### src/rtl/alu_sequencer_if.sv
// alu_sequencer_if: instruction handshake, ALU operand/result bus, flags and debug read port.
// Ports (signals):
//   instr_valid/instr_ready/instr  instruction handshake and 16-bit instruction word
//   alu_a/alu_b/alu_o              operands and opcode presented to the external ALU
//   alu_r/alu_c/alu_z              ALU result, carry and zero returned to the sequencer
//   done/flag_c/flag_z             retire pulse and registered flags
//   dbg_sel/dbg_data               register-file debug read
// master = environment side, slave = sequencer side.
interface alu_sequencer_if;
    logic        instr_valid;
    logic        instr_ready;
    logic [15:0] instr;
    logic [7:0]  alu_a;
    logic [7:0]  alu_b;
    logic [2:0]  alu_o;
    logic [15:0] alu_r;
    logic        alu_c;
    logic        alu_z;
    logic        done;
    logic        flag_c;
    logic        flag_z;
    logic [2:0]  dbg_sel;
    logic [7:0]  dbg_data;
    modport master (
        output instr_valid, instr, alu_r, alu_c, alu_z, dbg_sel,
        input  instr_ready, alu_a, alu_b, alu_o, done, flag_c, flag_z, dbg_data
    );
    modport slave (
        input  instr_valid, instr, alu_r, alu_c, alu_z, dbg_sel,
        output instr_ready, alu_a, alu_b, alu_o, done, flag_c, flag_z, dbg_data
    );
endinterface

### src/rtl/alu_sequencer.sv
// alu_sequencer: sequences load-immediate and ALU instructions over an 8x8 register file.
// Ports:
//   clk  rising-edge clock
//   rst  synchronous active-high reset
//   bus  alu_sequencer_if.slave: instruction handshake, ALU bus, flags, done, debug read
module alu_sequencer #(
    parameter logic [7:0] RF_INIT   = 8'h00,
    parameter bit         MUL_HI_WB = 1'b1
) (
    input logic            clk,
    input logic            rst,
    alu_sequencer_if.slave bus
);
    typedef enum logic [1:0] {IDLE, EXEC, WB, WB_HI} state_t;
    localparam logic [2:0] OP_ADD = 3'd0;
    localparam logic [2:0] OP_SUB = 3'd1;
    localparam logic [2:0] OP_MUL = 3'd2;
    state_t      state_q, state_d;
    logic [2:0]  op_q, op_d;
    logic        mode_q, mode_d;
    logic [2:0]  rd_q, rd_d;
    logic [7:0]  imm_q, imm_d;
    logic [7:0]  rf_q [8];
    logic [7:0]  rf_d [8];
    logic [7:0]  alu_a_q, alu_a_d;
    logic [7:0]  alu_b_q, alu_b_d;
    logic [2:0]  alu_o_q, alu_o_d;
    logic [15:0] res_q, res_d;
    logic        res_c_q, res_c_d;
    logic        res_z_q, res_z_d;
    logic        flag_c_q, flag_c_d;
    logic        flag_z_q, flag_z_d;
    logic        done_q, done_d;
    logic        accept;
    logic        hi_wb;
    logic [2:0]  rd_hi;
    assign bus.instr_ready = (state_q == IDLE) && !rst;
    assign accept          = bus.instr_valid && bus.instr_ready;
    // Mul needs an extra write cycle for the high byte only when enabled.
    assign hi_wb           = !mode_q && (op_q == OP_MUL) && MUL_HI_WB;
    // 3-bit add wraps rd=7 onto R0.
    assign rd_hi           = rd_q + 3'd1;
    assign bus.alu_a       = alu_a_q;
    assign bus.alu_b       = alu_b_q;
    assign bus.alu_o       = alu_o_q;
    assign bus.done        = done_q;
    assign bus.flag_c      = flag_c_q;
    assign bus.flag_z      = flag_z_q;
    assign bus.dbg_data    = rf_q[bus.dbg_sel];
    always_comb begin
        state_d  = state_q;
        op_d     = op_q;
        mode_d   = mode_q;
        rd_d     = rd_q;
        imm_d    = imm_q;
        rf_d     = rf_q;
        alu_a_d  = alu_a_q;
        alu_b_d  = alu_b_q;
        alu_o_d  = alu_o_q;
        res_d    = res_q;
        res_c_d  = res_c_q;
        res_z_d  = res_z_q;
        flag_c_d = flag_c_q;
        flag_z_d = flag_z_q;
        done_d   = 1'b0;
        case (state_q)
            IDLE: if (accept) begin
                op_d    = bus.instr[15:13];
                mode_d  = bus.instr[12];
                rd_d    = bus.instr[11:9];
                imm_d   = bus.instr[7:0];
                state_d = bus.instr[12] ? WB : EXEC;
                // Operands are registered on accept so they are stable for all of EXEC.
                if (!bus.instr[12]) begin
                    alu_a_d = rf_q[bus.instr[8:6]];
                    alu_b_d = rf_q[bus.instr[5:3]];
                    alu_o_d = bus.instr[15:13];
                end
            end
            EXEC: begin
                res_d   = bus.alu_r;
                res_c_d = bus.alu_c;
                res_z_d = bus.alu_z;
                state_d = WB;
            end
            WB: begin
                rf_d[rd_q] = mode_q ? imm_q : res_q[7:0];
                flag_z_d   = mode_q ? flag_z_q : res_z_q;
                flag_c_d   = (!mode_q && (op_q == OP_ADD || op_q == OP_SUB)) ? res_c_q : flag_c_q;
                state_d    = hi_wb ? WB_HI : IDLE;
                done_d     = !hi_wb;
            end
            WB_HI: begin
                rf_d[rd_hi] = res_q[15:8];
                state_d     = IDLE;
                done_d      = 1'b1;
            end
            default: state_d = IDLE;
        endcase
    end
    always_ff @(posedge clk) begin
        if (rst) begin
            state_q  <= IDLE;
            op_q     <= '0;
            mode_q   <= 1'b0;
            rd_q     <= '0;
            imm_q    <= '0;
            for (int i = 0; i < 8; i++) rf_q[i] <= RF_INIT;
            alu_a_q  <= '0;
            alu_b_q  <= '0;
            alu_o_q  <= '0;
            res_q    <= '0;
            res_c_q  <= 1'b0;
            res_z_q  <= 1'b0;
            flag_c_q <= 1'b0;
            flag_z_q <= 1'b0;
            done_q   <= 1'b0;
        end else begin
            state_q  <= state_d;
            op_q     <= op_d;
            mode_q   <= mode_d;
            rd_q     <= rd_d;
            imm_q    <= imm_d;
            rf_q     <= rf_d;
            alu_a_q  <= alu_a_d;
            alu_b_q  <= alu_b_d;
            alu_o_q  <= alu_o_d;
            res_q    <= res_d;
            res_c_q  <= res_c_d;
            res_z_q  <= res_z_d;
            flag_c_q <= flag_c_d;
            flag_z_q <= flag_z_d;
            done_q   <= done_d;
        end
    end
endmodule

### src/flat_wrapper.sv
// flat-port wrapper written by rule: the top's interface ports become plain ports
module alu_sequencer_flat 
#(
    parameter logic [7:0] RF_INIT   = 8'h00,
    parameter bit         MUL_HI_WB = 1'b1
)
  (clk, rst, bus_instr_valid, bus_instr, bus_alu_r, bus_alu_c, bus_alu_z, bus_dbg_sel, bus_instr_ready, bus_alu_a, bus_alu_b, bus_alu_o, bus_done, bus_flag_c, bus_flag_z, bus_dbg_data);
  alu_sequencer_if bus_i ();
  input logic clk;
  input logic rst;
  input wire logic [$bits(bus_i.instr_valid)-1:0] bus_instr_valid;
  input wire logic [$bits(bus_i.instr)-1:0] bus_instr;
  input wire logic [$bits(bus_i.alu_r)-1:0] bus_alu_r;
  input wire logic [$bits(bus_i.alu_c)-1:0] bus_alu_c;
  input wire logic [$bits(bus_i.alu_z)-1:0] bus_alu_z;
  input wire logic [$bits(bus_i.dbg_sel)-1:0] bus_dbg_sel;
  output wire logic [$bits(bus_i.instr_ready)-1:0] bus_instr_ready;
  output wire logic [$bits(bus_i.alu_a)-1:0] bus_alu_a;
  output wire logic [$bits(bus_i.alu_b)-1:0] bus_alu_b;
  output wire logic [$bits(bus_i.alu_o)-1:0] bus_alu_o;
  output wire logic [$bits(bus_i.done)-1:0] bus_done;
  output wire logic [$bits(bus_i.flag_c)-1:0] bus_flag_c;
  output wire logic [$bits(bus_i.flag_z)-1:0] bus_flag_z;
  output wire logic [$bits(bus_i.dbg_data)-1:0] bus_dbg_data;
  assign bus_i.instr_valid = bus_instr_valid;
  assign bus_i.instr = bus_instr;
  assign bus_i.alu_r = bus_alu_r;
  assign bus_i.alu_c = bus_alu_c;
  assign bus_i.alu_z = bus_alu_z;
  assign bus_i.dbg_sel = bus_dbg_sel;
  assign bus_instr_ready = bus_i.instr_ready;
  assign bus_alu_a = bus_i.alu_a;
  assign bus_alu_b = bus_i.alu_b;
  assign bus_alu_o = bus_i.alu_o;
  assign bus_done = bus_i.done;
  assign bus_flag_c = bus_i.flag_c;
  assign bus_flag_z = bus_i.flag_z;
  assign bus_dbg_data = bus_i.dbg_data;
  alu_sequencer #(.RF_INIT(RF_INIT), .MUL_HI_WB(MUL_HI_WB)) u_core (.clk(clk), .rst(rst), .bus(bus_i));
endmodule
### config.mk
export PLATFORM = sky130hd
export DESIGN_NAME = alu_sequencer_flat
export DESIGN_NICKNAME = d
export VERILOG_FILES = /design/src/rtl/alu_sequencer_if.sv /design/src/rtl/alu_sequencer.sv /design/src/flat_wrapper.sv
export SDC_FILE = /design/constraint.sdc
export NUM_CORES = 1
export LEC_CHECK = 0
export CAP_MARGIN = 25
export CORE_ASPECT_RATIO = 1.75
export CORE_MARGIN = 1.5
export CORE_UTILIZATION = 56
export DETAILED_ROUTE_END_ITERATION = 8
export PLACE_DENSITY = 0.79
export SYNTH_ARGS = -nofsm -noshare
export SYNTH_HDL_FRONTEND = slang
export SYNTH_SLANG_ARGS = --single-unit
### constraint.sdc
create_clock -name clk -period 4.29 [get_ports clk]
set_input_delay 0.429 -clock clk [delete_from_list [all_inputs] [get_ports clk]]
set_output_delay 0.429 -clock clk [all_outputs]
set_load 0.01 [all_outputs]
==> summary.txt <==
Final layout
  • Final Cell Area: 7692 um^2
  • Area of the multi-input gates: 3689 um^2
  • Synthesis-to-layout area growth: 18.41%
  • Storage cell area: 2422 um^2
  • Antenna cells: 0
  • Post-layout util: 68.49%
  • Layout cell share with drive strength beyond 1: 17.05%
  • # fillers: 898
  • NumNets Final: 736

Flow run
  • Max-cap violations: 0

STA
  • FMAX: 327.2 MHz
  • Least-Margin Pin Slew: 1.004 ns
  • Final period util: 71.24%
  • Pins Over Slew Limit: 0
  • Minimum clock period: 3.056 ns
  • Setup-failing EPs final: 0
  • Final hold vios: 0
  • Clk_skew: 0.005390 ns
  • Slew margin rel.: 32.58%
  • RSZ-0062 raised after global routing: false
  • Hold WS: 0.2303 ns
  • Final setup TNS: 0 ns

Status
  • Status: finished clean

Pwr
  • Combinational share of power: 9.2%
  • Pint: 0.002086 W
  • Clock power share: 47.1%
  • Share of power burned in registers: 43.7%
  • Net Sw Frac: 23.83%
  • Leakage: 2.533 nW
  • Peak VDD IR: 0.0003196 V
  • PwrDens: 356.0 nW/um^2
  • P_sw: 0.0006524 W

Synthesis
  • Share of the synthesized area in the top cell type: 37.29%
  • Asr flop ratio synth: 0%
  • Post-synth top area cell: dfxtp_1
  • Post-synthesis cell count: 663
  • Seq cells post-synth: 121
  • Synth unique cells: 51
  • Syn_nets: 704
  • Main synth FF type: dfxtp_1
  • EDFF count, synth: 0
  • Syn_area_per_cell: 9.798 um^2
  • Seq/Total Area, Yosys: 37.29%
  • Synth Cell Area: 6496 um^2
  • Largest cells by area after synthesis: dfxtp_1 37%, mux4_2 17%, nand2_1 6.2%
  • Synth warn: 0

Critical path
  • Worst Path Max Fanout: 16
  • Required @ worst endpoint: 3.86 ns
  • CP Data Arrival Time: 2.63 ns
  • Setup crit start kind: input port
  • CP endpoint kind: output pin
  • Critical path class: in2out
  • R2r setup slk: 1.72 ns

Worst hold path
  • HP Class: in2reg

CTS
  • Setup bufs post-CTS: 0
  • CTS max path bufs: 2
  • TritonCTS Buffers: 17
  • Hold Buf Count CTS: 0
  • Htree depth: 4
  • Clock slew at reported path FFs: 0.05 ns
  • CTS tree: yes
  • Clk sinks: 121
  • CTS-repair resized insts: 0
  • CTS root buf: clkbuf_16
  • Worst-skew pair later-pin latency: 0.41 ns

Floorplan
  • Site row count: 51
  • Die Span X: 84.42 um
  • DIE AREA: 12,280 um^2
  • CORE AREA: 11,230 um^2
  • Initial core utilization: 57.84%
  • Die Y-Extent: 145.5 um
  • I/O pin count: 71

GRT
  • Pin count of the biggest net entering global routing: 110
  • Total grt overflow: 0
  • Initial antenna violation count: 0
  • GR Util All Layers: 30.05%
  • First-pass GRT wire length: 28.92 mm
  • Number of global-route vias before repair: 5,591

Placed design
  • Hpwl dp: 13.10 mm
  • Placer's final routability congestion estimate: 0.9402
  • Post-DP Area: 7127 um^2
  • IO buf count: 70

Routing
  • Initial DRC count: 538
  • Avg WL per Cell: 21.92 um
  • Drt pass-1 iters: 6
  • Remaining antenna violation count: 0
  • Vias/cell: 6.666
  • Total Wirelength: 18.33 mm
  • Drc violations: 0
  • Vias: 5,573
-- synthesized netlist by cell type (11+ instances only) --
cell and instances:
nor3b_1 17, nand2b_1 19, nor2_1 14, a22oi_1 45, a221o_1 16, nand2_1 108
buf_2 23, mux4_2 48, o21ai_0 23, mux2_2 11, inv_1 15, clkbuf_1 30
and2_1 11, a21oi_1 62, dfxtp_1 121
-- metrics by stage --
stage / total power [W] / cells / setup slack (ns)
after floorplan: 0.001374 / 663 / 2.097
after global placement: 0.001449 / 803 / 1.323
after detailed placement: 0.001463 / 806 / 1.260
after CTS: 0.002736 / 834 / 1.242
after global routing: 0.002810 / 836 / 1.198
final: 0.002738 / 836 / 1.234
-- layout make-up --
| type | count | share of cell area (%) |
|---|---|---|
| sequential | 121 | 31.49 |
| clock buffer | 25 | 6.701 |
| inverter | 15 | 0.7319 |
| clock inverter | 3 | 0.1952 |
| timing repair buffer | 79 | 10.78 |
| tap | 132 | 2.147 |
| multi-input combinational | 461 | 47.95 |
-- path summary, 6_finish.rpt --
check | startpoint | to | depth (start not counted)
min | rst | u_core.state_q[1] | 2
max | bus_dbg_sel[1] | bus_dbg_data[1] | 4
max reg2reg | u_core.state_q[1] | u_core.bus.alu_b[4] | 5
min reg2reg | u_core.res_q[0] | u_core.res_q[0] | 2
-- worst max-delay path, cell delays in order --
cell and delay, ns:
clkdlybuf4s50_1 1.00, mux4_2 0.41, mux2_2 0.28, clkdlybuf4s50_1 0.50
-- registers in the layout (all words and copies together), names as in the netlist, 2 cells and up --
register	flops
u_core.res_q	16
u_core.bus.alu_a	8
u_core.state_q	2
u_core.rd_q	3
u_core.bus.alu_o	3
u_core.imm_q	8
u_core.bus.alu_b	8
u_core.op_q	3
u_core.rf_q	64
-- layer usage --
metal | track usage (%) | part of all wire [%] | vias up
met5 | 0 | 0 | -
met4 | 16.29 | 4.8 | 0
met3 | 4.765 | 5.2 | 75
met2 | 53.72 | 54 | 302
met1 | 33.64 | 36 | 2665
li1 | - | - | 2531
-- layout by cell type (no fill, tap or decap), types with 11 or more instances in the layout --
| master | Yosys | routed |
|---|---|---|
| dfxtp_1 | 121 | 121 |
| nand2b_1 | 19 | 19 |
| o21ai_0 | 23 | 23 |
| nand2_1 | 108 | 108 |
| mux2_2 | 11 | 11 |
| clkdlybuf4s50_1 | 0 | 69 |
| clkbuf_16 | 0 | 17 |
| nor3b_1 | 17 | 17 |
| nor2_1 | 14 | 14 |
| inv_1 | 15 | 15 |
| and2_1 | 11 | 11 |
| a21oi_1 | 62 | 62 |
| a221o_1 | 16 | 16 |
| a22oi_1 | 45 | 45 |
| mux4_2 | 48 | 48 |
-- power groups by stage --
stage | Clock, W | Sequential, W | Combinational (W)
floorplan | 0 | 0.00119 | 0.000186
global placement | 0 | 0.00121 | 0.000234
detailed placement | 0 | 0.00122 | 0.000247
CTS | 0.00129 | 0.00119 | 0.000248
global route | 0.00134 | 0.00120 | 0.000274
finish | 0.00129 | 0.00120 | 0.000253
-- cells by family after synthesis --
logic type / Yosys count / synth area share [%]
and+or+nand+nor: 201 / 15.79
AOI/OAI and AO/OA: 190 / 20.34
DFF: 121 / 37.29
buffers and inverters: 81 / 5.932
muxes: 67 / 19.78
xor gates and xnor gates: 2 / 0.6742
adders and majority gates: 1 / 0.1926
Power figures use the tool's default switching activity.
